File: src/rtl/risc16_pkg.sv
// risc16_pkg: shared widths and fetch FSM encoding
// for the RiSC-16 core.
package risc16_pkg;

  localparam int ADDR_W  = 6;
  localparam int INSTR_W = 16;

  typedef enum logic [1:0] {
    FS_IDLE,
    FS_ISSUE,
    FS_WAIT,
    FS_HOLD
  } fetch_state_e;

endpackage

File: src/rtl/fetch_wait_counter.sv
// fetch_wait_counter: loadable 2-bit down-counter
// whose zero flag ends the fetch WAIT phase.
module fetch_wait_counter (
  input  logic       clk0,
  input  logic       reset,
  input  logic       load,
  input  logic [1:0] load_val,
  input  logic       dec,
  output logic       zero
);

  logic [1:0] cnt_q, cnt_d;

  always_comb begin
    cnt_d = cnt_q;
    if (load) begin
      cnt_d = load_val;
    end else if (dec && cnt_q != 2'd0) begin
      cnt_d = cnt_q - 2'd1;
    end
  end

  always_ff @(posedge clk0 or negedge reset) begin
    if (!reset) begin
      cnt_q <= 2'd0;
    end else begin
      cnt_q <= cnt_d;
    end
  end

  assign zero = (cnt_q == 2'd0);

endmodule

File: src/rtl/instr_fetch_unit.sv
// instr_fetch_unit: RiSC-16 fetch stage with wait-state
// memory access, instruction register and redirect.
module instr_fetch_unit #(
  parameter int ADDR_W  = risc16_pkg::ADDR_W,
  parameter int INSTR_W = risc16_pkg::INSTR_W
) (
  input  logic               clk0,
  input  logic               reset,
  input  logic [1:0]         wait_cycle,
  output logic               mem_en,
  output logic [ADDR_W-1:0]  mem_addr,
  input  logic [INSTR_W-1:0] mem_rdata,
  input  logic               redirect,
  input  logic [ADDR_W-1:0]  redirect_addr,
  output logic [INSTR_W-1:0] instr,
  output logic [ADDR_W-1:0]  instr_pc,
  output logic               instr_valid,
  input  logic               dec_ready,
  output logic [ADDR_W-1:0]  pc_next
);

  import risc16_pkg::*;

  fetch_state_e       state_q, state_d;
  logic [ADDR_W-1:0]  fetch_pc_q, fetch_pc_d;
  logic               squash_q, squash_d;
  logic [INSTR_W-1:0] instr_q, instr_d;
  logic [ADDR_W-1:0]  instr_pc_q, instr_pc_d;
  logic               valid_q, valid_d;
  logic               cnt_load;
  logic               cnt_dec;
  logic               cnt_zero;
  logic               hs;

  fetch_wait_counter u_wait_cnt (
    .clk0     (clk0),
    .reset    (reset),
    .load     (cnt_load),
    .load_val (wait_cycle),
    .dec      (cnt_dec),
    .zero     (cnt_zero)
  );

  assign hs = (state_q == FS_HOLD) && dec_ready;

  always_comb begin
    state_d    = state_q;
    fetch_pc_d = fetch_pc_q;
    squash_d   = squash_q;
    instr_d    = instr_q;
    instr_pc_d = instr_pc_q;
    valid_d    = valid_q;
    cnt_load   = 1'b0;
    cnt_dec    = 1'b0;
    unique case (state_q)
      FS_IDLE: begin
        state_d = FS_ISSUE;
      end
      FS_ISSUE: begin
        cnt_load = 1'b1;
        state_d  = FS_WAIT;
        if (redirect) squash_d = 1'b1;
      end
      FS_WAIT: begin
        if (!cnt_zero) begin
          cnt_dec = 1'b1;
          if (redirect) squash_d = 1'b1;
        // a redirect on the last wait cycle drops the data too
        end else if (squash_q || redirect) begin
          squash_d = 1'b0;
          state_d  = FS_ISSUE;
        end else begin
          instr_d    = mem_rdata;
          instr_pc_d = fetch_pc_q;
          valid_d    = 1'b1;
          state_d    = FS_HOLD;
        end
      end
      FS_HOLD: begin
        if (hs || redirect) begin
          valid_d = 1'b0;
          state_d = FS_ISSUE;
        end
        if (hs) fetch_pc_d = fetch_pc_q + ADDR_W'(1);
      end
    endcase
    if (redirect && state_q != FS_IDLE) begin
      fetch_pc_d = redirect_addr;
    end
  end

  always_ff @(posedge clk0 or negedge reset) begin
    if (!reset) begin
      state_q    <= FS_IDLE;
      fetch_pc_q <= '0;
      squash_q   <= 1'b0;
      instr_q    <= '0;
      instr_pc_q <= '0;
      valid_q    <= 1'b0;
    end else begin
      state_q    <= state_d;
      fetch_pc_q <= fetch_pc_d;
      squash_q   <= squash_d;
      instr_q    <= instr_d;
      instr_pc_q <= instr_pc_d;
      valid_q    <= valid_d;
    end
  end

  assign mem_en      = (state_q == FS_ISSUE);
  assign mem_addr    = fetch_pc_q;
  assign pc_next     = fetch_pc_q;
  assign instr       = instr_q;
  assign instr_pc    = instr_pc_q;
  assign instr_valid = valid_q;

endmodule

File: config.mk
export PLATFORM = sky130hd
export DESIGN_NAME = instr_fetch_unit
export DESIGN_NICKNAME = d
export VERILOG_FILES = /design/src/rtl/risc16_pkg.sv /design/src/rtl/fetch_wait_counter.sv /design/src/rtl/instr_fetch_unit.sv
export SDC_FILE = /design/constraint.sdc
export NUM_CORES = 1
export LEC_CHECK = 0
export CORE_ASPECT_RATIO = 1.25
export CORE_MARGIN = 3
export CORE_UTILIZATION = 39
export CTS_CLUSTER_SIZE = 16
export DETAILED_ROUTE_END_ITERATION = 7
export PLACE_DENSITY = 0.76
export SYNTH_ARGS = -nofsm -noshare
export SYNTH_HDL_FRONTEND = slang
export SYNTH_HIERARCHICAL = 1
export SYNTH_SLANG_ARGS = --single-unit
export TNS_END_PERCENT = 5
File: constraint.sdc
create_clock -name clk0 -period 1.6 [get_ports clk0]
set_input_delay 0.32 -clock clk0 [delete_from_list [all_inputs] [get_ports clk0]]
set_output_delay 0.32 -clock clk0 [all_outputs]
set_load 0.1 [all_outputs]
==> impl_metrics.csv <==
group,metric,value,unit
place,dp_cells,252,
critical_path,max_stage_delay,0.36,ns
global_route,first_global_vias,1417,
layout,layout-drive-gt1-share,46.6,%
critical_path,crit_chain,"inv_1, ha_4, and4bb_4, buf_16, mux2_4",
synth,yosysWarningCount,6,
floorplanning,core-area,4130,um^2
clock_tree,postCtsHoldBufs,0,
floorplanning,die_h,79.4,um
timing,fmax,0.621,GHz
critical_path,path_max_fanout,11,
place,hpwl,3250,um
timing,post-route-min-period,1.61,ns
clock_tree,path_clk_slew,0.07,ns
timing,max-slew-margin-rel,71.5,%
clock_tree,clk_path_buf_depth,2,
timing,final.setup.tns,-0.0302,ns
timing,rsz0062_at_grt,"yes",
critical_path,cp-end-kind,"flop",
layout,diodes,0,
floorplanning,rows,26,
global_route,track_usage,18.1,%
timing,worst_slew_pin_slew,0.427,ns
critical_path,path_class,"flop to flop",
timing,drv_slew,0,
global_route,grt_max_degree,35,
synth,yosysUniqueCellTypes,29,
clock_tree,cts_root_buf,"clkbuf_8",
route,drt_wl_total,4490,um
route,drt_first_pass_iters,4,
floorplanning,io_pins,64,
critical_path,startpoint_type,"flop",
hold_path,worst_hold_path_type,"primary input to async pin",
status,violations,"setup timing",
layout,utilization,73.1,%
clock_tree,cts.htree.levels,2,
route,wl_per_cell,17.0,um
synth,syn_inst,129,
timing,finalHoldViolCount,0,
critical_path,worstPathArrival,1.78,ns
clock_tree,numClockSinks,34,
status,status,"complete, but fails checks",
global_route,antenna_found_initial,0,
synth,avgSynthCellArea,13.0,um^2
timing,clock_skew,0.00648,ns
global_route,grt_pass1_wl,6980,um
place,io_buffers,63,
route,drtAntennaViolNets,0,
layout,layout_common_cells,"37 x buf_12, 32 x dfrtp_1, 27 x clkdlybuf4s50_1, 22 x mux2_4, 14 x buf_4",
clock_tree,worstSkewPairLatency,0.29,ns
clock_tree,cts_buffers,5,
flow_run,max-cap-violations,0,
timing,finalSetupViolations,7,
layout,final_cells,264,
route,vias,1302,
synth,synth_area,1680,um^2
route,drt_iter0_markers,34,
layout,syn2layout_area_growth,79.7,%
synth,synth-seq-cells,34,
layout,final_common_cell,"buf_12",
global_route,grt-ovfl-total,0,
synth,syn-num-nets,164,
synth,yosysSeqAreaShare,50.6,%
timing,period_share,101,%
timing,hold_ws,0.443,ns
clock_tree,cts_tree,"built",
route,vias_per_cell,4.93,
floorplanning,dieWidth,64.7,um
critical_path,required,1.77,ns
floorplanning,initial_core_util,40.7,%
timing,fin_ws,-0.0108,ns
critical_path,crit_slowest_cell,"dfrtp_1",
layout,fin_nets,242,
place,place_congestion,0.891,
route,drc_errors,0,
floorplanning,die_area,5140,um^2
-- logic make-up (layout without fill, tap and decap cells) --
kind of cell / after synthesis / in the layout / share of synthesized area, %
DFF: 34 / 34 / 50.6
and+or+nand+nor: 29 / 29 / 10.1
muxes: 25 / 25 / 20.8
AOI/OAI and AO/OA: 16 / 16 / 5.96
buffers and inverters: 16 / 95 / 6.25
adders and majority gates: 7 / 7 / 5.21
xor gates and xnor gates: 2 / 2 / 1.04
-- final cells by class --
| cell class | count | area, um^2 |
|---|---|---|
| inverters | 7 | 26.3 |
| clock buffers | 8 | 110 |
| flip-flops and latches | 34 | 853 |
| fillers | 283 | 1110 |
| repair buffers | 80 | 1170 |
| well taps | 56 | 70.1 |
| multi-input cells | 79 | 791 |
-- routing by layer --
layer  vias to the layer above  track usage [%]  share of wire [%]
met5                         -                0                  0
met1                       650             19.4                 38
li1                        600                -                  -
met3                         4             5.35                5.6
met4                         0             6.34               0.85
met2                        48             33.3                 55
-- stage by stage --
step           setup WS, ns  cell area, um^2
5_1_grt             -0.0540             3020
6_report            -0.0108             3020
3_3_place_gp         -0.142             2780
2_1_floorplan        -0.250             1690
3_5_place_dp         -0.189             2780
4_1_cts             -0.0117             2950
-- what timing repair did --
action | 4_1_cts | 5_1_grt
gates cloned | 1 | 1
setup endpoints to repair | 25 | 29
setup buffers | 0 | 2
pin swaps | 1 | 2
resized for setup | 10 | 9
-- path summary, 6_finish.rpt --
path                                    end  slack [ns]                start  cells past startpoint
worst max-delay path               instr[9]       -0.01  u_wait_cnt/cnt_q[1]                      5
worst min-delay path            instr_pc[2]        0.44                reset                      2
worst max register to register     instr[9]       -0.01  u_wait_cnt/cnt_q[1]                      5
worst min register to register     squash_q        0.57             squash_q                      2
max in group asynchronous       mem_addr[0]        0.84                reset                      2
min in group clk0                  squash_q        0.57             squash_q                      2
-- worst max-delay path: cells and delay by family, from the launching register on --
family,cells,cell delay [ns]
flip-flops,1,0.36
multiplexers,1,0.31
buffers and inverters,2,0.30
adder cells (fa/ha/maj),1,0.17
AND/OR/NAND/NOR,1,0.35
-- Yosys cell counts --
library cell	count	area, um^2
inv_1	7	26.3
ha_1	7	87.6
dfrtp_1	34	851
a21oi_1	2	10.0
or2b_1	2	15.0
or3_1	2	12.5
mux2i_1	3	30.0
buf_4	6	45.0
mux2_2	3	33.8
nand3_1	4	20.0
nor2_1	4	15.0
o211ai_2	1	12.5
xor2_1	2	17.5
o211ai_1	1	7.51
nor3b_1	1	7.51
or4b_1	2	20.0
o22ai_1	1	6.26
o311ai_0	1	8.76
and4bb_1	1	12.5
or4_1	1	7.51
a22oi_1	1	7.51
or3b_2	1	8.76
o21ai_0	7	35.0
nor2b_1	3	18.8
buf_6	3	33.8
nand4_1	1	6.26
a31oi_1	2	12.5
mux2_4	19	285
nand2_1	7	26.3
-- state kept, by name, indices dropped and copies added, names as in the netlist --
name and count:
instr_valid 1, squash_q 1, mem_addr 6, u_wait_cnt/cnt_q 2, state_q 2, instr 16, instr_pc 6
Power is left out: the tool's default activity adds up to more than one toggle a clock period on the data nets, which glitch-free logic cannot reach.
